**src/rtl/jtag_program_loader_pkg.sv**
```systemverilog
// Shared constants, instruction encodings and decode helper for the JTAG program loader.
package jtag_program_loader_pkg;

    localparam int unsigned IR_W = 4;
    localparam int unsigned DR_W = 32;

    localparam logic [IR_W-1:0] IR_LOAD_PROGRAM = 4'b0001;
    localparam logic [IR_W-1:0] IR_SCAN_TEST    = 4'b0010;
    localparam logic [IR_W-1:0] IR_BYPASS       = 4'b0011;
    // Fixed pattern loaded into the IR chain on CAPTURE_IR
    localparam logic [IR_W-1:0] IR_CAPTURE      = 4'b0001;

    typedef enum logic [1:0] {
        InstrBypass,
        InstrLoadProgram,
        InstrScanTest
    } tap_instr_e;

    // Unknown opcodes fall back to bypass behaviour
    function automatic tap_instr_e decode_ir(input logic [IR_W-1:0] ir);
        case (ir)
            IR_LOAD_PROGRAM: return InstrLoadProgram;
            IR_SCAN_TEST:    return InstrScanTest;
            default:         return InstrBypass;
        endcase
    endfunction

endpackage

```
**src/rtl/jtag_program_loader_if.sv**
```systemverilog
// Instruction memory write port driven by the JTAG program loader.
interface jtag_program_loader_if #(
    parameter int unsigned ADDR_W = 12,
    parameter int unsigned DR_W   = 32
);
    logic              we;
    logic [ADDR_W-1:0] addr;
    logic [DR_W-1:0]   wdata;

    modport master (output we, addr, wdata);
    modport slave  (input  we, addr, wdata);
endinterface

```
**src/rtl/jtag_program_loader_shift_reg.sv**
```systemverilog
// Capture/shift/update register: serial chain plus a parallel register loaded on update.
module jtag_program_loader_shift_reg #(
    parameter int unsigned  W      = 4,
    parameter logic [W-1:0] PAR_RST = '0
) (
    input  logic         tck_i,
    input  logic         rst_i,
    input  logic         capture_i,
    input  logic         shift_i,
    input  logic         update_i,
    input  logic         tdi_i,
    input  logic [W-1:0] cap_data_i,
    output logic [W-1:0] sr_o,
    output logic [W-1:0] par_o
);

    logic [W-1:0] sr_q, sr_d;
    logic [W-1:0] par_q, par_d;

    // Next state with strobe priority capture > shift > update
    always_comb begin
        sr_d  = sr_q;
        par_d = par_q;
        if (capture_i) begin
            sr_d = cap_data_i;
        end else if (shift_i) begin
            sr_d = {tdi_i, sr_q[W-1:1]};
        end else if (update_i) begin
            par_d = sr_q;
        end
    end

    // State registers with synchronous reset
    always_ff @(posedge tck_i) begin
        if (rst_i) begin
            sr_q  <= '0;
            par_q <= PAR_RST;
        end else begin
            sr_q  <= sr_d;
            par_q <= par_d;
        end
    end

    assign sr_o  = sr_q;
    assign par_o = par_q;

endmodule

```
**src/rtl/jtag_program_loader.sv**
```systemverilog
// JTAG IR/DR chains: loads program words into instruction memory, scans out core status,
// and provides the bypass bit.
module jtag_program_loader
    import jtag_program_loader_pkg::*;
#(
    parameter int unsigned ADDR_W    = 12,
    parameter int unsigned ADDR_STEP = 4
) (
    input  logic                  tck_i,
    input  logic                  rst_i,
    input  logic                  tdi_i,
    input  logic                  captureIR_i,
    input  logic                  shiftIR_i,
    input  logic                  updateIR_i,
    input  logic                  captureDR_i,
    input  logic                  shiftDR_i,
    input  logic                  updateDR_i,
    input  logic                  selectIR_i,
    input  logic                  enable_i,
    input  logic [DR_W-1:0]       scan_data_i,
    output logic                  tdo_o,
    output logic [IR_W-1:0]       ir_o,
    output logic                  cpu_halt_o,
    jtag_program_loader_if.master imem_o
);

    logic [IR_W-1:0]   ir_sr;
    logic [IR_W-1:0]   ir_q;
    logic [DR_W-1:0]   dr_sr;
    logic [DR_W-1:0]   wdata_q;
    logic [DR_W-1:0]   dr_cap_data;
    tap_instr_e        instr;
    logic              dr_active;
    logic              dr_capture;
    logic              dr_shift;
    logic              dr_write;
    logic              ir_update;

    logic              byp_q, byp_d;
    logic [ADDR_W-1:0] addr_q, addr_d;
    logic [ADDR_W-1:0] waddr_q, waddr_d;
    logic              we_q, we_d;

    assign instr      = decode_ir(ir_q);
    assign dr_active  = (instr != InstrBypass);
    assign dr_capture = captureDR_i && dr_active;
    assign dr_shift   = shiftDR_i && dr_active;
    assign dr_write   = updateDR_i && !captureDR_i && !shiftDR_i && (instr == InstrLoadProgram);
    assign ir_update  = updateIR_i && !captureIR_i && !shiftIR_i;

    // Program mode captures the next write address so the host can read it back
    assign dr_cap_data = (instr == InstrLoadProgram) ? DR_W'(addr_q) : scan_data_i;

    jtag_program_loader_shift_reg #(
        .W       (IR_W),
        .PAR_RST (IR_BYPASS)
    ) u_ir (
        .tck_i      (tck_i),
        .rst_i      (rst_i),
        .capture_i  (captureIR_i),
        .shift_i    (shiftIR_i),
        .update_i   (updateIR_i),
        .tdi_i      (tdi_i),
        .cap_data_i (IR_CAPTURE),
        .sr_o       (ir_sr),
        .par_o      (ir_q)
    );

    // The DR parallel register doubles as the held write-data output
    jtag_program_loader_shift_reg #(
        .W       (DR_W),
        .PAR_RST ('0)
    ) u_dr (
        .tck_i      (tck_i),
        .rst_i      (rst_i),
        .capture_i  (dr_capture),
        .shift_i    (dr_shift),
        .update_i   (dr_write),
        .tdi_i      (tdi_i),
        .cap_data_i (dr_cap_data),
        .sr_o       (dr_sr),
        .par_o      (wdata_q)
    );

    // Bypass bit: cleared on capture, follows TDI on shift
    always_comb begin
        byp_d = byp_q;
        if (!dr_active) begin
            if (captureDR_i) begin
                byp_d = 1'b0;
            end else if (shiftDR_i) begin
                byp_d = tdi_i;
            end
        end
    end

    // Address counter and one-cycle write strobe
    always_comb begin
        addr_d  = addr_q;
        waddr_d = waddr_q;
        we_d    = 1'b0;
        if (ir_update && (ir_sr == IR_LOAD_PROGRAM)) begin
            addr_d = '0;
        end else if (dr_write) begin
            we_d    = 1'b1;
            waddr_d = addr_q;
            addr_d  = addr_q + ADDR_W'(ADDR_STEP);
        end
    end

    // Loader state registers with synchronous reset
    always_ff @(posedge tck_i) begin
        if (rst_i) begin
            byp_q   <= 1'b0;
            addr_q  <= '0;
            waddr_q <= '0;
            we_q    <= 1'b0;
        end else begin
            byp_q   <= byp_d;
            addr_q  <= addr_d;
            waddr_q <= waddr_d;
            we_q    <= we_d;
        end
    end

    // Serial output mux
    always_comb begin
        tdo_o = 1'b0;
        if (enable_i) begin
            if (selectIR_i) begin
                tdo_o = ir_sr[0];
            end else if (dr_active) begin
                tdo_o = dr_sr[0];
            end else begin
                tdo_o = byp_q;
            end
        end
    end

    assign ir_o         = ir_q;
    assign cpu_halt_o   = (ir_q == IR_LOAD_PROGRAM);
    assign imem_o.we    = we_q;
    assign imem_o.addr  = waddr_q;
    assign imem_o.wdata = wdata_q;

endmodule

```
**src/flat_wrapper.sv**
```systemverilog
// flat-port wrapper written by rule: the top's interface ports become plain ports
module jtag_program_loader_flat import jtag_program_loader_pkg::*;
#(
    parameter int unsigned ADDR_W    = 12,
    parameter int unsigned ADDR_STEP = 4
)
  (tck_i, rst_i, tdi_i, captureIR_i, shiftIR_i, updateIR_i, captureDR_i, shiftDR_i, updateDR_i, selectIR_i, enable_i, scan_data_i, tdo_o, ir_o, cpu_halt_o, imem_o_we, imem_o_addr, imem_o_wdata);
  jtag_program_loader_if #(.ADDR_W(ADDR_W), .DR_W(32)) imem_o_i ();
  input  logic tck_i;
  input  logic rst_i;
  input  logic tdi_i;
  input  logic captureIR_i;
  input  logic shiftIR_i;
  input  logic updateIR_i;
  input  logic captureDR_i;
  input  logic shiftDR_i;
  input  logic updateDR_i;
  input  logic selectIR_i;
  input  logic enable_i;
  input  logic [DR_W-1:0] scan_data_i;
  output logic tdo_o;
  output logic [IR_W-1:0] ir_o;
  output logic cpu_halt_o;
  output wire logic [$bits(imem_o_i.we)-1:0] imem_o_we;
  output wire logic [$bits(imem_o_i.addr)-1:0] imem_o_addr;
  output wire logic [$bits(imem_o_i.wdata)-1:0] imem_o_wdata;
  assign imem_o_we = imem_o_i.we;
  assign imem_o_addr = imem_o_i.addr;
  assign imem_o_wdata = imem_o_i.wdata;
  jtag_program_loader #(.ADDR_W(ADDR_W), .ADDR_STEP(ADDR_STEP)) u_core (.tck_i(tck_i), .rst_i(rst_i), .tdi_i(tdi_i), .captureIR_i(captureIR_i), .shiftIR_i(shiftIR_i), .updateIR_i(updateIR_i), .captureDR_i(captureDR_i), .shiftDR_i(shiftDR_i), .updateDR_i(updateDR_i), .selectIR_i(selectIR_i), .enable_i(enable_i), .scan_data_i(scan_data_i), .tdo_o(tdo_o), .ir_o(ir_o), .cpu_halt_o(cpu_halt_o), .imem_o(imem_o_i));
endmodule
```
**config.mk**
```make
export PLATFORM = sky130hd
export DESIGN_NAME = jtag_program_loader_flat
export DESIGN_NICKNAME = d
export VERILOG_FILES = /design/src/rtl/jtag_program_loader_pkg.sv /design/src/rtl/jtag_program_loader_if.sv /design/src/rtl/jtag_program_loader_shift_reg.sv /design/src/rtl/jtag_program_loader.sv /design/src/flat_wrapper.sv
export SDC_FILE = /design/constraint.sdc
export NUM_CORES = 1
export LEC_CHECK = 0
export BUFFER_PORTS_ARGS = -buffer_cell sky130_fd_sc_hd__buf_4
export CAP_MARGIN = 5
export CORE_MARGIN = 8
export CORE_UTILIZATION = 53
export CTS_BUF_LIST = sky130_fd_sc_hd__clkbuf_4 sky130_fd_sc_hd__clkbuf_8
export DETAILED_ROUTE_END_ITERATION = 7
export PLACE_DENSITY = 0.85
export REMOVE_ABC_BUFFERS = 1
export SYNTH_ARGS = -nofsm -noshare
export SYNTH_HDL_FRONTEND = slang
export SYNTH_SLANG_ARGS = --single-unit
```
**constraint.sdc**
```tcl
create_clock -name tck_i -period 4.95 [get_ports tck_i]
set_input_delay 0.495 -clock tck_i [delete_from_list [all_inputs] [get_ports tck_i]]
set_output_delay 0.495 -clock tck_i [all_outputs]
set_load 0.02 [all_outputs]
```
### Word-level counts from Yosys, hierarchy flattened

Cells that the tools add are included.

* divide/modulo/power cells: 0
* $add $sub $neg: 1
* shifts and indexed selects: 0
* reduce and logical (&&, ||, !) cells: 22
* equality and inequality tests: 4
* bitwise gates (word level): 6
* $lt $le $gt $ge: 0
* multiply operators: 0
* multiplexer cells: 12

Operator list (number)
* 2-to-1 mux 32 bit: 3
* adder 12 x 3 -> 12 bit, second input constant: 1
* == test 4 x 1 -> 1 bit, second input constant: 2
* logical AND 1 bit: 8
* 2-to-1 mux 1 bit: 8
* nonzero test 2 bit: 4
* inverter 1 bit: 6
* AND reduction 3 bit: 2
* == test 4 x 2 -> 1 bit, second input constant: 1
* logical NOT 1 bit: 4
* one-hot mux 2 bit (2 select lines): 1
* AND reduction 2 bit: 2
* OR reduction 2 bit: 2
* == test 2 x 1 -> 1 bit, second input constant: 1

* input bits: 43
* ROM bits: 0
* register bits after elaboration: 98
* memories: 0
* latch bits: 0
* bits in writable memories: 0
* logic and storage cells: 54

### Longest topological paths before layout

* word-level depth: 6
* depth in mapped cells: 7
* depth with buffers taken out: 5

### By module

Synthesis repeated with hierarchy kept, for this count alone.

* cell total of the unflattened synthesis: 513
* area, all modules: 4989.8 um^2

Modules (own cells, without submodules)
* jtag_program_loader_shift_reg (u_core.u_dr): instances 1, area an instance 3134.3 um^2, cells each 282
* jtag_program_loader: instances 1, area an instance 1482.7 um^2, cells each 195
* jtag_program_loader_shift_reg (u_core.u_ir): instances 1, area an instance 372.9 um^2, cells each 36

### Worst setup path before layout

Ideal clock, no wire load.

* path kind: register to output
* from: register u_core.u_ir.par_q[1] (netlist: u_core.u_ir.par_o[1])
* to: output port tdo_o
* stages on the path, launching flop included: 6
* path slack: 2.905 ns
* data required time: 4.455 ns
* data arrival time: 1.550 ns
* cells stage by stage: dfxtp_1 xnor2_1 or3_1 clkbuf_1 nand2_1 a31oi_1

* word-level cells in the longest chain between the ends: 6

RTL lines
* start: declaration: line jtag_program_loader_shift_reg.sv:18 `logic [W-1:0] par_q, par_d;`
* start signal: assignment: line jtag_program_loader_shift_reg.sv:40 `par_q <= par_d;`
* == test 4 x 2 -> 1 bit / == test 4 x 1 -> 1 bit (equally long branches): line jtag_program_loader_pkg.sv:21 `case (ir)`
* one-hot mux 2 bit (2 select lines) (*): line jtag_program_loader_pkg.sv:21
* nonzero test 2 bit (*): line jtag_program_loader.sv:45 `assign dr_active = (instr != InstrBypass);`
* 2-to-1 mux 1 bit (*): line jtag_program_loader.sv:132 `end else if (dr_active) begin`
* 2-to-1 mux 1 bit (*): line jtag_program_loader.sv:130 `if (selectIR_i) begin`
* 2-to-1 mux 1 bit (*): line jtag_program_loader.sv:129 `if (enable_i) begin`
* end: declaration: line flat_wrapper.sv:21 `output logic tdo_o;`

Mark *: on every way between the ends. The rest lies on a longest branch, timed or not.

### Final worst setup path

* from: register u_core.u_ir.par_q[3] (netlist: u_core.u_ir.par_o[3])
* to: register u_core.u_dr.sr_q[20] (netlist: u_core.u_dr.sr_o[20])

* word-level cells in the longest chain between the ends: 5

RTL lines
* == test 4 x 2 -> 1 bit / == test 4 x 1 -> 1 bit (equally long branches): line jtag_program_loader_pkg.sv:21
* one-hot mux 2 bit (2 select lines) (*): line jtag_program_loader_pkg.sv:21
* == test 2 x 1 -> 1 bit / nonzero test 2 bit (equally long branches): line jtag_program_loader.sv:52, jtag_program_loader.sv:45
* 2-to-1 mux 32 bit, or another cell as far along: line jtag_program_loader.sv:52 `assign dr_cap_data = (instr == InstrLoadProgram) ? DR_W'(addr_q) : scan_data_i;`
* 2-to-1 mux 32 bit / nonzero test 2 bit (equally long branches)
* end signal: assignment: line jtag_program_loader_shift_reg.sv:39 `sr_q <= sr_d;`
* end: declaration: line jtag_program_loader_shift_reg.sv:17 `logic [W-1:0] sr_q, sr_d;`

Marked as above.
A chain may end at the register's enable or synchronous reset.

==> flow_summary.json <==
{
  "synthDominantCellAreaShare_pct": 49.3,
  "peakVddDrop_v": 0.000148,
  "grt_pass1_wl_mm": 15.8,
  "fin_area_um2": 4700,
  "overflow": 0,
  "seqPwrFrac_pct": 55.1,
  "synthTopCellsByArea": "dfxtp_1 (49%), nand2_1 (7.6%), a21oi_1 (6.0%)",
  "p_leak_nw": 1.83,
  "drc": 0,
  "finalSetupViolCount": 0,
  "clockPowerShare_pct": 34.9,
  "ant_nets": 0,
  "tns_ps": 0,
  "synth_edf_count": 0,
  "critPathArrivalTime_ps": 2770,
  "drive_gt1_share_pct": 22.7,
  "antenna_found_initial": 0,
  "yosysWarnings": 0,
  "diodes": 0,
  "grt_pass1_vias": 3294,
  "power_density_nw_per_um2": 310,
  "port_buffers": 91,
  "fin_hold_ws_ps": 341,
  "finClkSkew_ps": 8.89,
  "worstPathMaxFanout": 27,
  "max_freq_mhz": 390,
  "die_w_um": 101,
  "cell_internal_pwr_w": 0.00108,
  "cp-end-kind": "flop",
  "yosys.area.top_type": "dfxtp_1",
  "row_count": 31,
  "status": "completed",
  "via_per_inst": 5.60,
  "cts_hold_buf": 0,
  "die_area_um2": 10200,
  "crit_type": "reg -> reg",
  "synth-seq-cells": 94,
  "dp_hpwl_mm": 6.73,
  "coreArea_um2": 7100,
  "die_height_um": 101,
  "crit_required_ps": 5150,
  "ys.flop_type": "dfxtp_1",
  "cts.sink_count": 94,
  "pre_cts_slack_ps": 2160,
  "dpl_cell_area_um2": 4500,
  "slew_headroom_pct": 30.0,
  "syn_area_per_cell_um2": 8.67,
  "place.gp.congestion": 0.796,
  "drtIter0Drc": 211,
  "startpoint_type": "flop",
  "fin_crit_sh_pct": 51.8,
  "synthArstFlopShare_pct": 0,
  "postCtsSetupBuffers": 0,
  "start_util_pct": 53.7,
  "cts_resized": 0,
  "vias": 3437,
  "worst_slew_pin_slew_ps": 1050,
  "cts-root-buf": "clkbuf_8",
  "rsz0062_at_grt": "false",
  "totalWireLength_mm": 9.71,
  "grt_start_max_net_pins": 88,
  "switching_share_pct": 25.9,
  "postLayoutSetupSlackWorst_ps": 2380,
  "ioPinCount": 94,
  "finalMaxSlewViolations": 0,
  "routedWlPerCell_um": 15.8,
  "syn_inst": 440,
  "grt_use_total_pct": 19.2,
  "switching_power_w": 0.000376,
  "clk_pin_slew_ps": 90,
  "cts_tree": "yes",
  "hp-class": "in -> reg",
  "layout.nets": 554,
  "clockBufferDepth": 2,
  "first_pass_iters": 4,
  "areaGrowthSynthToFinish_pct": 23.1,
  "numCtsBuffers": 9,
  "ys_types": 42,
  "post-route-min-period_ps": 2570,
  "htree_levels": 3,
  "ys_seq_area_share_pct": 49.3,
  "combPwrFrac_pct": 10.0,
  "hold_violations": 0,
  "cap_violations": 0,
  "synth_area_um2": 3810,
  "worstSkewPairLatency_ps": 360
}
[power groups by stage]
stage | Clock, W | Combinational [W] | Sequential, W
2_1_floorplan | 0 | 0.0000790 | 0.000814
3_3_place_gp | 0 | 0.000139 | 0.000817
3_5_place_dp | 0 | 0.000144 | 0.000818
4_1_cts | 0.000517 | 0.000146 | 0.000801
5_1_grt | 0.000551 | 0.000159 | 0.000805
6_report | 0.000507 | 0.000146 | 0.000801
[logic make-up after synthesis]
group           share of synthesized area (%)
compound gates                           16.3
xor+xnor                                 1.84
fa+ha+maj                               0.328
buf+inv                                  4.43
flops                                    49.3
mux                                      5.25
other cells                            0.0983
simple gates                             22.4
[area by class of cell]
type / count / area (um^2)
clock inverter: 7 / 72.6
fill: 621 / 2400
multi-input combinational: 308 / 1770
sequential: 94 / 1880
inverter: 2 / 7.51
clock buffer: 9 / 124
timing repair buffer: 95 / 713
tap: 99 / 124
[sequential cells by signal, indices dropped and copies added, names as in the netlist]
signal	cells
u_core.u_ir.par_o	4
u_core.u_dr.par_o	32
u_core.u_dr.sr_o	32
u_core.addr_q	10
u_core.imem_o.we	1
u_core.byp_q	1
u_core.u_ir.sr_o	4
u_core.imem_o.addr	10
[metal layers]
layer | vias to the layer above | GRT usage (%) | routed length [um]
met5 | - | 0 | 0
met4 | 0 | 7.79 | 143
met3 | 13 | 4.97 | 764
met2 | 123 | 30.6 | 4620
met1 | 1613 | 23.9 | 4180
li1 | 1688 | - | -
[placed cells by master, fill, tap and decap left out, types with 5 or more instances in the layout]
cell type | synthesis | routed
nor2_1 | 44 | 44
a221oi_1 | 22 | 22
nand2_1 | 77 | 77
a211o_1 | 7 | 7
mux2i_1 | 20 | 20
a221o_1 | 5 | 5
nor3_1 | 33 | 33
a21oi_1 | 46 | 46
o22ai_1 | 5 | 5
nor2b_1 | 5 | 5
dfxtp_1 | 94 | 94
xnor2_1 | 6 | 6
buf_4 | 4 | 95
clkbuf_8 | 0 | 9
[synth_stat cells (2+ instances only)]
cell,n
dfxtp_1,94
nor4_1,2
buf_2,6
xor2_1,2
o22ai_1,5
a221oi_1,22
nand2_1,77
clkbuf_1,25
a21oi_1,46
mux2i_1,20
xnor2_1,6
nand4_1,2
o21ai_0,3
a221o_1,5
inv_1,2
nor3b_1,2
a211o_1,7
buf_1,2
nand3_1,3
nor2b_1,5
or3_1,2
or3b_1,2
nand2b_1,3
nor2_1,44
nor3_1,33
buf_4,4
[final timing paths]
path	depth (start not counted)	endpoint	startpoint	slack (ps)
max reg2reg	4	u_core.u_dr.sr_o[20]	u_core.u_ir.par_o[3]	2380
min reg2reg	2	u_core.u_dr.par_o[23]	u_core.u_dr.par_o[23]	460
min	2	u_core.u_ir.sr_o[3]	captureIR_i	340
max	4	u_core.u_dr.sr_o[20]	u_core.u_ir.par_o[3]	2380
[worst max-delay path: stages, from the launching register on]
cell	delay, ps
dfxtp_1	400
nor3b_1	630
nand2b_1	740
a221oi_1	520
nor3_1	110
[per-stage QoR]
step | util [%] | power [W] | instances
after global routing | 66.2 | 0.00151 | 614
after detailed placement | 63.4 | 0.000962 | 598
final | 66.2 | 0.00145 | 614
after floorplan | - | 0.000893 | 404
after global placement | 63.4 | 0.000956 | 598
after CTS | 66.2 | 0.00146 | 614
Power figures use the tool's default switching activity.
